<file path="src/rtl/ps2_rx_ctrl_pkg.sv">
// ps2_rx_ctrl_pkg: shared PS/2 frame constants, receiver FSM states and parity helper.
package ps2_rx_ctrl_pkg;
  localparam int PS2_FRAME_BITS = 11;
  localparam int PS2_DATA_BITS = 8;
  typedef enum logic [1:0] {IDLE, DATA, PARITY, STOP} ps2_state_e;
  function automatic logic odd_ok(input logic [PS2_DATA_BITS-1:0] d, input logic p);
    return ^{d, p};
  endfunction
endpackage

</file>
<file path="src/rtl/ps2_rx_fifo.sv">
// ps2_rx_fifo: show-ahead sync FIFO; head output holds the last popped byte when empty.
module ps2_rx_fifo
  import ps2_rx_ctrl_pkg::*;
#(
  parameter int DEPTH = 8,
  parameter int AW = 3
) (
  input  logic                     clock,
  input  logic                     resetn,
  input  logic                     push,
  input  logic                     pop,
  input  logic [PS2_DATA_BITS-1:0] din,
  output logic [PS2_DATA_BITS-1:0] dout,
  output logic                     full,
  output logic                     empty,
  output logic [AW:0]              cnt
);
  localparam int CW = AW + 1;
  logic [PS2_DATA_BITS-1:0] mem [DEPTH];
  logic [PS2_DATA_BITS-1:0] last;
  logic [AW-1:0] wptr, rptr;
  logic push_ok, pop_ok;
  assign full = cnt == CW'(DEPTH);
  assign empty = cnt == '0;
  assign pop_ok = pop & ~empty;
  assign push_ok = push & (~full | pop_ok);
  assign dout = empty ? last : mem[rptr];
  always_ff @(posedge clock or negedge resetn) begin
    if (!resetn) begin
      wptr <= '0;
      rptr <= '0;
      cnt <= '0;
      last <= '0;
    end else begin
      if (push_ok) wptr <= wptr + 1'b1;
      if (pop_ok) begin
        rptr <= rptr + 1'b1;
        last <= mem[rptr];
      end
      cnt <= cnt + CW'(push_ok) - CW'(pop_ok);
    end
  end
  always_ff @(posedge clock) begin
    if (push_ok) mem[wptr] <= din;
  end
endmodule

</file>
<file path="src/rtl/ps2_rx_ctrl.sv">
// ps2_rx_ctrl: PS/2 host receiver -- synchronisers, falling-edge frame FSM with timeout,
// scancode FIFO and sticky overflow/frame error flags.
module ps2_rx_ctrl
  import ps2_rx_ctrl_pkg::*;
#(
  parameter int FIFO_DEPTH = 8,
  parameter int FIFO_AW = 3,
  parameter int SYNC_STAGES = 2,
  parameter int TIMEOUT_CYC = 2000
) (
  input  logic                     clock,
  input  logic                     resetn,
  input  logic                     ps2_clk,
  input  logic                     ps2_dat,
  input  logic                     rd_en,
  output logic [PS2_DATA_BITS-1:0] rd_data,
  output logic                     rd_valid,
  output logic [FIFO_AW:0]         fifo_cnt,
  input  logic                     clr_err,
  output logic                     overflow,
  output logic                     frame_err
);
  localparam int TW = $clog2(TIMEOUT_CYC);
  localparam int BW = $clog2(PS2_DATA_BITS);
  logic [SYNC_STAGES-1:0] clk_sync, dat_sync;
  logic clk_q, fall, dat;
  ps2_state_e state, state_n;
  logic [BW-1:0] bit_cnt, bit_cnt_n;
  logic [PS2_DATA_BITS-1:0] sr, sr_n;
  logic ok, ok_n, push, ferr_set, ovf_set, timeout, full, empty;
  logic [TW-1:0] idle_cnt;
  assign fall = clk_q & ~clk_sync[SYNC_STAGES-1];
  assign dat = dat_sync[SYNC_STAGES-1];
  assign timeout = state != IDLE && idle_cnt == TW'(TIMEOUT_CYC - 1);
  assign ovf_set = push & full & ~rd_en;
  assign rd_valid = ~empty;
  // Synchronisers reset to 1 so a released reset never looks like a clock fall.
  always_ff @(posedge clock or negedge resetn) begin
    if (!resetn) begin
      clk_sync <= '1;
      dat_sync <= '1;
      clk_q <= 1'b1;
    end else begin
      clk_sync <= {clk_sync[SYNC_STAGES-2:0], ps2_clk};
      dat_sync <= {dat_sync[SYNC_STAGES-2:0], ps2_dat};
      clk_q <= clk_sync[SYNC_STAGES-1];
    end
  end
  always_ff @(posedge clock or negedge resetn) begin
    if (!resetn) begin
      state <= IDLE;
      bit_cnt <= '0;
      sr <= '0;
      ok <= 1'b0;
      idle_cnt <= '0;
      overflow <= 1'b0;
      frame_err <= 1'b0;
    end else begin
      state <= state_n;
      bit_cnt <= bit_cnt_n;
      sr <= sr_n;
      ok <= ok_n;
      idle_cnt <= fall ? '0 : idle_cnt == TW'(TIMEOUT_CYC - 1) ? idle_cnt : idle_cnt + 1'b1;
      overflow <= ovf_set | (overflow & ~clr_err);
      frame_err <= ferr_set | (frame_err & ~clr_err);
    end
  end
  always_comb begin
    state_n = state;
    bit_cnt_n = bit_cnt;
    sr_n = sr;
    ok_n = ok;
    push = 1'b0;
    ferr_set = 1'b0;
    if (fall) begin
      unique case (state)
        IDLE: begin
          state_n = dat ? IDLE : DATA;
          bit_cnt_n = '0;
        end
        DATA: begin
          sr_n = {dat, sr[PS2_DATA_BITS-1:1]};
          bit_cnt_n = bit_cnt + 1'b1;
          state_n = bit_cnt == BW'(PS2_DATA_BITS - 1) ? PARITY : DATA;
        end
        PARITY: begin
          ok_n = odd_ok(sr, dat);
          state_n = STOP;
        end
        STOP: begin
          push = dat & ok;
          ferr_set = ~(dat & ok);
          state_n = IDLE;
        end
      endcase
    end else if (timeout) begin
      state_n = IDLE;
      sr_n = '0;
      ferr_set = 1'b1;
    end
  end
  ps2_rx_fifo #(.DEPTH(FIFO_DEPTH), .AW(FIFO_AW)) u_fifo (
    .clock (clock),
    .resetn(resetn),
    .push  (push),
    .pop   (rd_en),
    .din   (sr),
    .dout  (rd_data),
    .full  (full),
    .empty (empty),
    .cnt   (fifo_cnt)
  );
endmodule

</file>
<file path="config.mk">
export PLATFORM = sky130hd
export DESIGN_NAME = ps2_rx_ctrl
export DESIGN_NICKNAME = d
export VERILOG_FILES = /design/src/rtl/ps2_rx_ctrl_pkg.sv /design/src/rtl/ps2_rx_fifo.sv /design/src/rtl/ps2_rx_ctrl.sv
export SDC_FILE = /design/constraint.sdc
export NUM_CORES = 1
export LEC_CHECK = 0
export BUFFER_PORTS_ARGS = -buffer_cell sky130_fd_sc_hd__buf_2
export CAP_MARGIN = 20
export CORE_MARGIN = 2
export CORE_UTILIZATION = 55
export CTS_BUF_LIST = sky130_fd_sc_hd__clkbuf_4 sky130_fd_sc_hd__clkbuf_8
export DETAILED_ROUTE_END_ITERATION = 12
export PLACE_DENSITY = 0.78
export SLEW_MARGIN = 40
export SYNTH_ARGS = -nofsm -noshare
export SYNTH_HDL_FRONTEND = slang
export SYNTH_SLANG_ARGS = --single-unit
</file>
<file path="constraint.sdc">
create_clock -name clock -period 3.7 [get_ports clock]
set_input_delay 0.74 -clock clock [delete_from_list [all_inputs] [get_ports clock]]
set_output_delay 0.74 -clock clock [all_outputs]
set_load 0.01 [all_outputs]
</file>
# Word level (Yosys, flattened, before mapping)
# Memory sizes are Yosys's and may differ from the RTL's.
# Cells that the tools add are included.
# totals
ram_bits,64
romBits,0
latchBits,0
register_bits,50
wordCells,75
mem_count,1
input_bits,6
# mem_list
name,words,word_bits,read_ports,rd_clocked_by_memory_dff,write_ports,line,rtl
u_fifo.mem,8,8,1,0,1,ps2_rx_fifo.sv:19,logic [PS2_DATA_BITS-1:0] mem [DEPTH];
# classes
bitwise_logic,17
n_mux,19
order_cmp,0
div_mod_pow,0
shifts,0
n_mul,0
n_addsub,6
eq_ne,8
reduce_logical,10
# ops
cell,n
$mux W8,4
$mux W11,2
$add A11 B1 Y11 const B,1
$eq A11 B11 Y1 const B,1
$add A3 B1 Y3 const B,3
$reduce_xor A9 Y1,1
$and A1 B1 Y1,8
$mux W1,8
$pmux W2 S4,1
$mux W2,3
$not A1 Y1,6
$pmux W3 S2,1
$reduce_and A2 Y1,3
$reduce_bool A2 Y1,3
$add A4 B1 Y4,1
$eq A2 B2 Y1 const B,2
$eq A4 B4 Y1 const B,1
$logic_not A4 Y1,1
$sub A4 B1 Y4,1
$eq A3 B3 Y1 const B,1
$or A1 B1 Y1,3
$eq A2 B1 Y1 const B,1
$logic_not A2 Y1,1
$ne A2 B1 Y1 const B,1
2 further kinds,2

# Longest topological paths before layout
# logic_depth
depth_word,7
mapped_depth,11
mapped_depth_nobuf,10

# Modules after synthesis
# Synthesis repeated with hierarchy kept, for this count alone.
# unflattened
cells_unflattened,354
area_unflattened_um2,4977.3
# by_module_without_submodules
mod,cells_per_inst,area_each_um2,seq_area_each_um2,instances
ps2_rx_fifo,224,3480.8,2372.3,1
ps2_rx_ctrl,130,1496.4,807.0,1

# Worst setup path before layout
# OpenSTA, ideal clock, no wires.
# synth_path
path_type,register -> register
startpoint,register clk_q
endpoint,"memory u_fifo.mem[2][0], enable pin"
required_time_ns,3.302
slack_ns,1.067
path_stages_with_launch,5
period_less_slack_ns,2.633
setup_time_ns,0.398
t_arrival_ns,2.235
n_path_buf,0
cell_sequence,dfstp_2 nor2b_1 and4_1 o21ai_4 nor4b_1
# synth_between
elab_chain_cells,5
# synth_rtl
element,line,rtl
"start, declared",ps2_rx_ctrl.sv:26,"logic clk_q, fall, dat;"
"start signal, assigned",ps2_rx_ctrl.sv:46,clk_q <= clk_sync[SYNC_STAGES-1];
$and A1 B1 Y1,ps2_rx_ctrl.sv:32,assign fall = clk_q & ~clk_sync[SYNC_STAGES-1];
$mux W1,ps2_rx_ctrl.sv:75,if (fall) begin
$and A1 B1 Y1,ps2_rx_fifo.sv:26,assign push_ok = push & (~full | pop_ok);
$mux W1,ps2_rx_fifo.sv:44,if (push_ok) mem[wptr] <= din;
$mux W1 (not written as such),ps2_rx_fifo.sv:44,
"end, declared",ps2_rx_fifo.sv:19,
# No other way between the ends.

# Worst setup path after layout
# layout_path
startpoint,register u_fifo.rptr[2]
endpoint,output port rd_data[1]
# layout_between
elab_chain_cells,2
# layout_rtl
element,line,rtl
"start, declared",ps2_rx_fifo.sv:21,"logic [AW-1:0] wptr, rptr;"
"start signal, assigned",ps2_rx_fifo.sv:37,rptr <= rptr + 1'b1;
$mem_v2 Z8 W8,n/a,
$mux W8,ps2_rx_fifo.sv:27,assign dout = empty ? last : mem[rptr];
"end, declared",ps2_rx_ctrl.sv:16,"output logic [PS2_DATA_BITS-1:0] rd_data,"
# No other way between the ends.

==> flow_summary.toml <==
[cts]
clk-insertion-delay-late_ns = 0.40
path_clk_slew_ns = 0.07
hold_buffers = 0
cts-resized-gates = 0
cts_buffer_depth = 2
cts_sinks = 114
cts_tree = "done"
numCtsBuffers = 17
post_cts_buffers = 0
cts_root_buffer = "clkbuf_8"
ctsHtreeMaxLevel = 4

[timing]
whs_ns = 0.346
slew_viol_final = 0
setup_ws_ns = 0.769
finalHoldViolations = 0
rsz0062_at_grt = "no"
final-setup-viol-count = 0
worst_pin_slew_ns = 0.759
finClkSkew_ns = 0.0139
setup_tns_ns = 0
relSlewSlack = 0.494
fmax_mhz = 341
period_minus_slack_ns = 2.93
finalCritPeriodShare = 0.792

[cells_and_area]
num-nets-final = 373
utilization = 0.638
diodes = 0
area_growth_pct = 14.2
drive_above_1_share = 0.261
final_area_um2 = 5510
layout.cells.non_filler = 476

[min_path]
hold_path.class = "in2async"

[placement]
dpl_cell_area_um2 = 5070
hpwl_um = 5190
dp_slack_ns = 0.835
gp_congestion = 0.716
placed_cells = 444
portBuffers = 20

[global_routing]
grt_use_total = 0.183
antenna_found_initial = 0
grt_pass1_wl_um = 13500
grt_pass1_vias = 2784
grt_max_degree = 51
overflow = 0

[logic_synthesis]
ys_types = 49
post-synth-top-count-cell = "edfxtp_1"
ys_ff_latch = 114
seq_area_frac_synth = 0.659
syn-num-nets = 339
synthCells = 321
syn_area_um2 = 4830
synth_edf_count = 64
ys.flop_type = "edfxtp_1"
synth_top_cell_area_share = 0.398
synth.largest_area_cell = "edfxtp_1"
synth.avg_cell_area_um2 = 15.0
synth_warnings = 0
synth_commonest_cells = "64 x edfxtp_1, 45 x dfrtp_1, 21 x nor2_1, 18 x nand2_1"
synth.area.top_cells = "edfxtp_1 40%, dfrtp_1 23%, mux4_2 7.5%"
async_flop_share = 0.439

[pwr]
switching_share = 0.284
powerDensity_nw_per_um2 = 727
p_switching_mw = 1.14
p_int_mw = 2.87
combPwrFrac = 0.240
p_seq_frac = 0.454
power_frac_clock = 0.305
power_mw = 4.01
p_leak_nw = 2.20
peakVddDrop_mv = 0.362

[setup_path]
r2r-start = "u_fifo.cnt[2]$_DFF_PN0_"
reg2reg_to = "u_fifo.cnt[1]$_DFF_PN0_"
arrival_ns = 2.19
endpoint = "rd_data[1]"
r2r_cells = 10
critPathLaunchType = "register"
end_kind = "output port"
crit_type = "reg2out"
cp-startpoint = "u_fifo.rptr[2]$_DFFE_PN0P_"
crit_fanout = 17
cp.required_ns = 2.96
r2r_setup_slack_ns = 0.98

[route]
drc = 0
dr.first_iter.drc_count = 130
wl_um = 7610
wl_per_cell_um = 16.0
detail-route-antenna-nets = 0
vias = 2655
vias_per_cell = 5.58
firstDrtPassIters = 4

[floorplanning]
num_io_pins = 21
die_h_um = 97.7
core_um2 = 8640
die_w_um = 97.7
dieArea_um2 = 9540
initial_core_util = 0.559
rows = 34

[run_status]
run_status = "complete, no violations"

[run]
maxCapViolCount = 0
[layer usage]
metal | vias to the layer above | track usage | wire [um]
met4 | 0 | 0.0705 | 64
met5 | - | 0 | 0
met2 | 41 | 0.305 | 3910
met3 | 5 | 0.0475 | 248
met1 | 1339 | 0.231 | 3390
li1 | 1270 | - | -
[layout by cell type (no fill, tap or decap), types with 2 or more instances in the layout]
cell type	Yosys	routed
clkbuf_8	0	21
a22o_1	9	9
buf_4	1	10
and4_1	4	4
nand3_1	3	3
a31oi_1	2	2
nor4b_1	3	3
a211oi_1	2	2
mux2i_1	9	9
nor3_1	5	5
mux4_2	16	16
nand2b_1	2	2
nor2_1	21	21
xnor2_1	12	12
nand2_1	18	18
nor4_1	3	3
mux2_2	3	3
xor2_1	6	6
edfxtp_1	64	64
clkinv_2	0	2
buf_2	3	19
dfstp_2	5	5
o21ai_0	16	16
inv_1	14	14
bufinv_16	0	3
a21oi_1	12	12
dfrtp_1	45	45
ha_1	11	11
clkbuf_4	0	6
[power by group through the flow]
stage	sequential [mW]	combinational, mW	clock [mW]
2_1_floorplan	1.73	0.797	0
3_3_place_gp	1.83	0.951	0
3_5_place_dp	1.84	0.981	0
4_1_cts	1.82	0.982	1.25
5_1_grt	1.86	1.08	1.31
6_report	1.82	0.963	1.22
[how the worst min path moves through the flow]
stage	cells past startpoint	from	to
floorplan	0	clk_sync[0]$_DFF_PN1_	clk_sync[1]$_DFF_PN1_
global placement	0	dat_sync[0]$_DFF_PN1_	dat_sync[1]$_DFF_PN1_
detailed placement	0	clk_sync[0]$_DFF_PN1_	clk_sync[1]$_DFF_PN1_
CTS	1	resetn	u_fifo.rptr[2]$_DFFE_PN0P_
global route	0	clk_sync[0]$_DFF_PN1_	clk_sync[1]$_DFF_PN1_
finish	1	resetn	u_fifo.rptr[0]$_DFFE_PN0P_
[critical path, stage by stage (launching register included)]
cell	delay, ns
dfrtp_1	0.83
mux4_2	0.43
mux2i_1	0.24
o21ai_0	0.11
buf_2	0.17
[final cells by class]
cell class	count	area, um2
Clock buffer	27	334
Clock inverter	5	100
Fill cell	612	3120
Inverter	15	56.3
Multi-Input combinational cell	178	1540
Sequential cell	114	3180
Tap cell	108	135
Timing Repair Buffer	29	170
[sequential cells by signal, summed over array words and instances (netlist names), 2 cells and up]
register,flops
bit_cnt,3
clk_sync,2
dat_sync,2
idle_cnt,11
sr,8
state,2
u_fifo.cnt,4
u_fifo.last,8
u_fifo.mem,64
u_fifo.rptr,3
u_fifo.wptr,3
[logic make-up (layout without fill, tap and decap cells)]
logic type	count (synthesis)	count (layout)	synth area share
DFF	114	114	0.659
and+or+nand+nor	70	70	0.0801
AOI/OAI and AO/OA	49	49	0.0669
buffers and inverters	29	76	0.0241
muxes	28	28	0.100
xor gates and xnor gates	19	19	0.0373
adders and majority gates	12	12	0.0327
Power figures use the tool's default switching activity.
